**src/rtl/mul_iterative_x_unit_pkg.sv**
```systemverilog
// Shared execute-pipe types: FSM state encoding and the issued micro-op type.
package XUnitPkg;

    localparam int unsigned XLEN = 32;

    typedef enum logic [1:0] {
        IDLE = 2'd0,
        CALC = 2'd1,
        DONE = 2'd2
    } mul_state_t;

    typedef enum logic [3:0] {
        UOP_ADD  = 4'd0,
        UOP_SUB  = 4'd1,
        UOP_MUL  = 4'd2,
        UOP_MULH = 4'd3,
        UOP_DIV  = 4'd4,
        UOP_REM  = 4'd5
    } rv_uop;

endpackage

```
**src/rtl/mul_iterative_x_unit_dpath.sv**
```systemverilog
// Radix-2 shift-add multiplier datapath; one partial-product step per cycle.
// Latency: one cycle per step, at most 32; the caller stalls via step_i.
module mul_iterative_x_unit_dpath
    import XUnitPkg::*;
(
    input  logic            clk,
    input  logic            load_i,
    input  logic            step_i,
    input  logic [XLEN-1:0] op1_i,
    input  logic [XLEN-1:0] op2_i,
    output logic [XLEN-1:0] acc_o,
    output logic            last_step_o
);

    logic [XLEN-1:0] mcand_q, mcand_d;
    logic [XLEN-1:0] mplier_q, mplier_d;
    logic [XLEN-1:0] acc_q, acc_d;
    logic [4:0]      cnt_q, cnt_d;

    always_comb begin
        mcand_d  = mcand_q;
        mplier_d = mplier_q;
        acc_d    = acc_q;
        cnt_d    = cnt_q;
        if (load_i) begin
            mcand_d  = op1_i;
            mplier_d = op2_i;
            acc_d    = '0;
            cnt_d    = '0;
        end else if (step_i) begin
            acc_d    = acc_q + (mplier_q[0] ? mcand_q : '0);
            mcand_d  = mcand_q << 1;
            mplier_d = mplier_q >> 1;
            cnt_d    = cnt_q + 5'd1;
        end
    end

    // No reset: contents are only meaningful after a load.
    always_ff @(posedge clk) begin
        mcand_q  <= mcand_d;
        mplier_q <= mplier_d;
        acc_q    <= acc_d;
        cnt_q    <= cnt_d;
    end

    // Stop once no set multiplier bits remain, so short op2 values finish early.
    assign last_step_o = ((mplier_q >> 1) == '0) || (cnt_q == 5'd31);
    assign acc_o       = acc_q;

endmodule

```
**src/rtl/mul_iterative_x_unit.sv**
```systemverilog
// Iterative MUL execute pipe: one op in flight, low 32 product bits to writeback.
// Result appears 1+n cycles after accept (n = CALC steps); W outputs hold while w_rdy_i is low.
module mul_iterative_x_unit
    import XUnitPkg::*;
#(
    parameter int unsigned p_seq_num_bits = 8
) (
    input  logic                      clk,
    input  logic                      rst,
    // issue (D->X)
    input  logic                      d_val_i,
    output logic                      d_rdy_o,
    input  logic [31:0]               d_pc_i,
    input  logic [31:0]               d_op1_i,
    input  logic [31:0]               d_op2_i,
    input  rv_uop                     d_uop_i,
    input  logic [4:0]                d_waddr_i,
    input  logic [p_seq_num_bits-1:0] d_seq_num_i,
    // writeback (X->W)
    output logic                      w_val_o,
    input  logic                      w_rdy_i,
    output logic [31:0]               w_pc_o,
    output logic [p_seq_num_bits-1:0] w_seq_num_o,
    output logic [4:0]                w_waddr_o,
    output logic [31:0]               w_wdata_o,
    output logic                      w_wen_o
);

    mul_state_t state_q, state_d;

    logic                      load, step, last_step;
    logic [31:0]               pc_q;
    logic [p_seq_num_bits-1:0] seq_num_q;
    logic [4:0]                waddr_q;
    logic [31:0]               acc;

    // Every uop routed here is computed as MUL.
    logic unused_uop;
    assign unused_uop = ^d_uop_i;

    always_ff @(posedge clk) begin
        if (rst) state_q <= IDLE;
        else     state_q <= state_d;
    end

    always_comb begin
        state_d = state_q;
        case (state_q)
            IDLE:    if (d_val_i && d_rdy_o) state_d = CALC;
            CALC:    if (last_step)          state_d = DONE;
            DONE:    if (w_val_o && w_rdy_i) state_d = IDLE;
            default:                         state_d = IDLE;
        endcase
    end

    always_comb begin
        d_rdy_o = (state_q == IDLE) && !rst;
        w_val_o = (state_q == DONE);
        load    = d_val_i && d_rdy_o;
        step    = (state_q == CALC);
    end

    always_ff @(posedge clk) begin
        if (load) begin
            pc_q      <= d_pc_i;
            seq_num_q <= d_seq_num_i;
            waddr_q   <= d_waddr_i;
        end
    end

    mul_iterative_x_unit_dpath u_dpath (
        .clk         (clk),
        .load_i      (load),
        .step_i      (step),
        .op1_i       (d_op1_i),
        .op2_i       (d_op2_i),
        .acc_o       (acc),
        .last_step_o (last_step)
    );

    // Straight from registers, so W is stable for as long as DONE persists.
    assign w_pc_o      = pc_q;
    assign w_seq_num_o = seq_num_q;
    assign w_waddr_o   = waddr_q;
    assign w_wdata_o   = acc;
    assign w_wen_o     = (waddr_q != 5'd0);

`ifndef SYNTHESIS
    function automatic string trace();
        if (state_q == CALC)
            return $sformatf("%20s", "*");
        else if (w_val_o && w_rdy_i)
            return $sformatf("%20s", $sformatf("%08h", w_wdata_o));
        else
            return $sformatf("%20s", "");
    endfunction
`endif

endmodule
```
**config.mk**
```make
export PLATFORM = sky130hd
export DESIGN_NAME = mul_iterative_x_unit
export DESIGN_NICKNAME = d
export VERILOG_FILES = /design/src/rtl/mul_iterative_x_unit_pkg.sv /design/src/rtl/mul_iterative_x_unit_dpath.sv /design/src/rtl/mul_iterative_x_unit.sv
export SDC_FILE = /design/constraint.sdc
export NUM_CORES = 1
export LEC_CHECK = 0
export BUFFER_PORTS_ARGS = -buffer_cell sky130_fd_sc_hd__buf_2
export CORE_MARGIN = 5
export CORE_UTILIZATION = 48
export DETAILED_ROUTE_END_ITERATION = 10
export HOLD_SLACK_MARGIN = 0.1
export PLACE_DENSITY = 0.77
export SYNTH_ARGS = -nofsm -noshare
export SYNTH_HDL_FRONTEND = slang
export SYNTH_SLANG_ARGS = --single-unit
```
**constraint.sdc**
```tcl
create_clock -name clk -period 3.1 [get_ports clk]
set_input_delay 0 -clock clk [delete_from_list [all_inputs] [get_ports clk]]
set_output_delay 0 -clock clk [all_outputs]
set_load 0.005 [all_outputs]
```
== Word level (Yosys, flattened, before mapping) ==
Cells that the tools add are included.

* Register bits: 148
* Input port bits: 117
* Output and inout port bits: 80
* Word-level logic and storage cells: 35

* Add/sub/neg operators: 2
* Equal/unequal tests: 6
* Mux-type cells: 9
* Reduce and logical (&&, ||, !) cells: 10

{| class="wikitable"
|+ Operators with widths
! kind !! count
|-
| 32-bit two-way mux || 5
|-
| 32-bit adder || 1
|-
| 32-bit logical NOT || 1
|-
| 2-bit two-way mux || 3
|-
| 2-bit case mux with 3 select lines || 1
|-
| 5-bit by 1-bit adder with 5-bit output, second input constant || 1
|-
| 5-bit equality test, second input constant || 1
|-
| 5-bit nonzero test || 1
|-
| 2-bit by 1-bit != test with 1-bit output, second input constant || 2
|-
| 1-bit logical AND || 3
|-
| 3-bit AND reduction || 1
|-
| 2-bit by 1-bit equality test with 1-bit output, second input constant || 1
|-
| 2-bit equality test, second input constant || 1
|-
| 2-bit logical NOT || 1
|-
| 2-bit != test, second input constant || 1
|-
| 2-bit nonzero test || 1
|-
| 1-bit logical NOT || 1
|-
| 1-bit logical OR || 1
|}

== Depth between registers and ports, before layout ==
* Word-level depth: 5
* Mapped depth: 12
* Mapped depth without buffers: 11

== Hierarchy ==
From an unflattened synthesis, not the netlist that was laid out.

* Cell total of the unflattened synthesis: 584
* Area, all modules: 7292.0 um^2

{| class="wikitable"
|+ By module, submodules not included
! module !! instances !! cells each !! area each (um^2) !! seq. area each (um^2)
|-
| mul_iterative_x_unit_dpath || 1 || 525 || 5831.8 || 2662.6
|-
| mul_iterative_x_unit || 1 || 59 || 1460.2 || 1391.3
|}

== Least setup slack after synthesis ==
No wires, ideal clock.

* Kind: reg-to-reg
* Start point: reg u_dpath.mplier_q[0]
* End point: reg u_dpath.acc_q[28] (netlist: u_dpath.acc_o[28])
* Setup time: 0.120 ns
* Arrival time: 2.883 ns
* Required time: 2.980 ns
* Path slack: 0.097 ns
* Stages on the path, launching flop included: 13
* Buffers on the path: 1
* Clock period less this slack: 3.003 ns
* Path through: edfxtp_1 > clkbuf_1 > and2_1 > ha_1 > fa_1 > a21oi_1 > o211ai_2 > a31o_1 > a2111oi_2 > a211oi_2 > a221oi_2 > nor4b_1 > a211o_1

* Longest elaborated chain between the ends: 2

{| class="wikitable"
|+ RTL lines
! element !! RTL line !! source
|-
| start: declaration || mul_iterative_x_unit_dpath.sv:16 || <nowiki>logic [XLEN-1:0] mplier_q, mplier_d;</nowiki>
|-
| start signal: assignment || mul_iterative_x_unit_dpath.sv:41 || <nowiki>mplier_q <= mplier_d;</nowiki>
|-
| 32-bit two-way mux || mul_iterative_x_unit_dpath.sv:31 || <nowiki>acc_d = acc_q + (mplier_q[0] ? mcand_q : '0);</nowiki>
|-
| 32-bit adder || mul_iterative_x_unit_dpath.sv:31 ||
|-
| end signal: assignment || mul_iterative_x_unit_dpath.sv:42 || <nowiki>acc_q <= acc_d;</nowiki>
|-
| end: declaration || mul_iterative_x_unit_dpath.sv:17 || <nowiki>logic [XLEN-1:0] acc_q, acc_d;</nowiki>
|}

No other way between the ends.
A chain may end at the register's enable or synchronous reset.

== Worst setup path in the final report ==
Ends and elaborated chain as after synthesis.

==> results by group <==
Setup path
  – Crit-path max FO: 4
  – Critical Path RT: 3410 ps
  – Setup CP Type: reg2reg
  – Crit path capture type: flip-flop
  – Startpoint types: flip-flop
  – WP data arrival: 3290 ps

Global routing
  – Largest net degree at the start of global routing: 134
  – Overflow after GRT: 0
  – Initial antenna violation count: 0
  – Gr usage total: 0.238
  – Vias in the first global route: 6,670
  – First-pass GRT wire length: 34,400 microns

Clock tree
  – CTS Root Cell: clkbuf_16
  – Inserted Clock Buffers: 17
  – CTS tree: yes
  – Worst-path clk slew: 60 ps
  – H-tree depth: 4
  – CTS max path bufs: 2
  – Clock sinks: 148
  – Clk_lat worst skew: 420 ps

Detailed routing
  – DR DRC count: 0
  – Post-DR wirelength/cell: 17.1 microns
  – Top layer in use: met4
  – Initial drt markers: 462
  – Met1 wire length: 8880 microns
  – Post-route ant nets: 0
  – Wire length on met3: 1790 microns
  – Vias per cell: 5.34
  – Routed vias: 6,847
  – Drt first pass iters: 5
  – WL final: 21,900 microns
  – DR WL met2: 11,000 microns

Logic synthesis
  – Mean post-synth cell area: 9.76 sq um
  – Post-synth top cells: nand2_1 (252), edfxtp_1 (109), a21oi_1 (46), dfxtp_1 (39), and2_1 (36)
  – Post-synthesis instance total: 763
  – Post-synth top area cell: edfxtp_1
  – Synth top area share: 0.439
  – Post-synth ARST share: 0
  – Mapped Area: 7450 sq um
  – Library cells used by synthesis: 53
  – Synthesized Nets: 914
  – Number of synthesized flops with an enable pin: 109
  – Top post-synthesis cells by area: edfxtp_1 (44%), nand2_1 (13%), dfxtp_1 (10%)
  – Register area share after synthesis: 0.544
  – YS warnings: 0
  – Seq cells post-synth: 148
  – Most common cell in the netlist: nand2_1
  – Top_reg_cell synth: edfxtp_1

Floorplan
  – Starting density of the core: 0.490
  – Rows: 45
  – Die Y: 135 microns
  – # IOs: 197
  – Die area: 18,100 sq um
  – Core Region: 15,200 sq um
  – Die X: 135 microns

Timing
  – Worst Max-Slew Pin Slew: 695 ps
  – Maximum clock frequency: 335 MHz
  – TNS Setup: 0 ps
  – Final hold violation count: 0
  – Post-route clock period utilization: 0.963
  – Post-layout min period: 2990 ps
  – Rel. slew slack: 0.537
  – Setup-failing EPs final: 0
  – Setup Skew: 9.86 ps
  – Final Max Slew Viols: 0

Place
  – Port bufs: 192
  – Post-Place Cells: 1,134
  – GPL Wtd Cong: 0.891
  – Placed Area: 8700 sq um
  – DP HPWL: 13,600 microns

Power and ir drop
  – Peak supply drop: 595 uV
  – Final Power: 7.49 mW
  – P per Cell Area: 711 nW/um^2
  – Leak: 4.72 nW

Cells and area
  – Post-route design area: 10,500 sq um
  – Core Util, Final: 0.693
  – Non-Filler Instances: 1,282
  – Filler instances: 1,107
  – Area taken by flip-flops and latches: 4050 sq um
  – Final nets: 1,231
  – Share of cells above drive strength 1: 0.247
  – Area Overhead vs Synth: 41.4%
  – Footprint of the multi-input gates: 3280 sq um

Run status
  – Status: finished, final reports clean

Flow run
  – Max Cap Viol: 0

Min path
  – Worst hold path type: in2reg
-- registers in the layout, indices dropped and copies added (netlist names) --
signal / cells
state_q: 2
u_dpath.acc_o: 32
u_dpath.cnt_q: 5
u_dpath.mcand_q: 32
u_dpath.mplier_q: 32
w_pc_o: 32
w_seq_num_o: 8
w_waddr_o: 5
-- metal layers --
layer  GRT usage  up-vias
li1            -     3305
met1       0.292     3231
met2       0.413      285
met3      0.0689       26
met4      0.0639        0
met5           0        -
-- cells in the final DEF (no fill, tap or decap), types with 3 or more instances in the layout --
| cell type | n |
|---|---|
| o21a_1 | 3 |
| nand2b_1 | 5 |
| and2_1 | 36 |
| nand4_1 | 8 |
| edfxtp_1 | 109 |
| ha_1 | 29 |
| clkbuf_16 | 17 |
| bufinv_16 | 3 |
| xor2_1 | 14 |
| a21oi_1 | 45 |
| nand3_1 | 12 |
| inv_1 | 6 |
| o21ai_0 | 27 |
| o21bai_1 | 7 |
| a21o_1 | 18 |
| nor4_1 | 8 |
| buf_4 | 25 |
| xnor2_1 | 16 |
| nor3_1 | 9 |
| dfxtp_1 | 39 |
| nand2_1 | 252 |
| and3_1 | 7 |
| dlygate4sd3_1 | 112 |
| nor2_1 | 23 |
| buf_2 | 192 |
| a211oi_1 | 4 |
| ha_2 | 4 |
| a31oi_1 | 10 |
| clkinvlp_4 | 4 |
-- critical path: stages (launching register included) --
cell       delay (ps)
edfxtp_1          440
and2_1            180
ha_2              180
fa_2              390
a21oi_4           200
o211ai_4          120
a31o_1            280
a2111oi_4         320
a211oi_2          100
a221oi_2          340
nor4b_2            90
a211o_1           230
-- per-stage QoR --
| stage | hold slack, ps | setup slack [ps] |
|---|---|---|
| 6_report | 288 | 114 |
| 4_1_cts | 277 | 41.7 |
| 3_3_place_gp | 176 | 88.9 |
| 2_1_floorplan | 30.0 | 97.1 |
| 5_1_grt | 278 | -42.9 |
| 3_5_place_dp | 178 | 2.41 |
-- power breakdown --
group / switching (mW) / internal, mW / total, mW
sequential: 0.258 / 2.55 / 2.81
clock: 0.819 / 1.29 / 2.11
combinational: 1.41 / 1.16 / 2.57
-- logic make-up after synthesis --
group / count (synthesis) / share of synthesized area
AO/OA/AOI/OAI: 137 / 0.120
flip-flops: 148 / 0.544
buffers and inverters: 42 / 0.0259
adder cells (fa/ha/maj): 34 / 0.0581
AND/OR/NAND/NOR: 372 / 0.217
XOR/XNOR: 30 / 0.0353
-- final timing paths --
check / startpoint / to / slack (ps) / cells past startpoint
min: d_pc_i[23] / w_pc_o[23]$_DFFE_PP_ / 290 / 2
max reg2reg: u_dpath.mplier_q[0]$_DFFE_PP_ / u_dpath.acc_o[28]$_SDFFE_PP0P_ / 110 / 11
min reg2reg: u_dpath.cnt_q[4]$_SDFFE_PP0P_ / u_dpath.cnt_q[4]$_SDFFE_PP0P_ / 460 / 2
max: u_dpath.mplier_q[0]$_DFFE_PP_ / u_dpath.acc_o[28]$_SDFFE_PP0P_ / 110 / 11
-- final cells by class --
| class | count | area share |
|---|---|---|
| sequential | 148 | 0.385 |
| multi-input combinational | 573 | 0.312 |
| timing repair buffer | 332 | 0.220 |
| clock buffer | 20 | 0.0424 |
| tap | 188 | 0.0223 |
| clock inverter | 12 | 0.0148 |
| inverter | 8 | 0.00309 |
| antenna | 1 | 0.000238 |
-- repair_timing --
action,CTS,global route
buffers inserted,0,3
gates resized for setup,1,14
gates cloned,0,0
pin swaps,0,6
hold buffers,112,0
endpoints found under the hold margin,111,0
setup endpoints to repair,1,6
No activity file was read; power rests on OpenSTA's default activity.
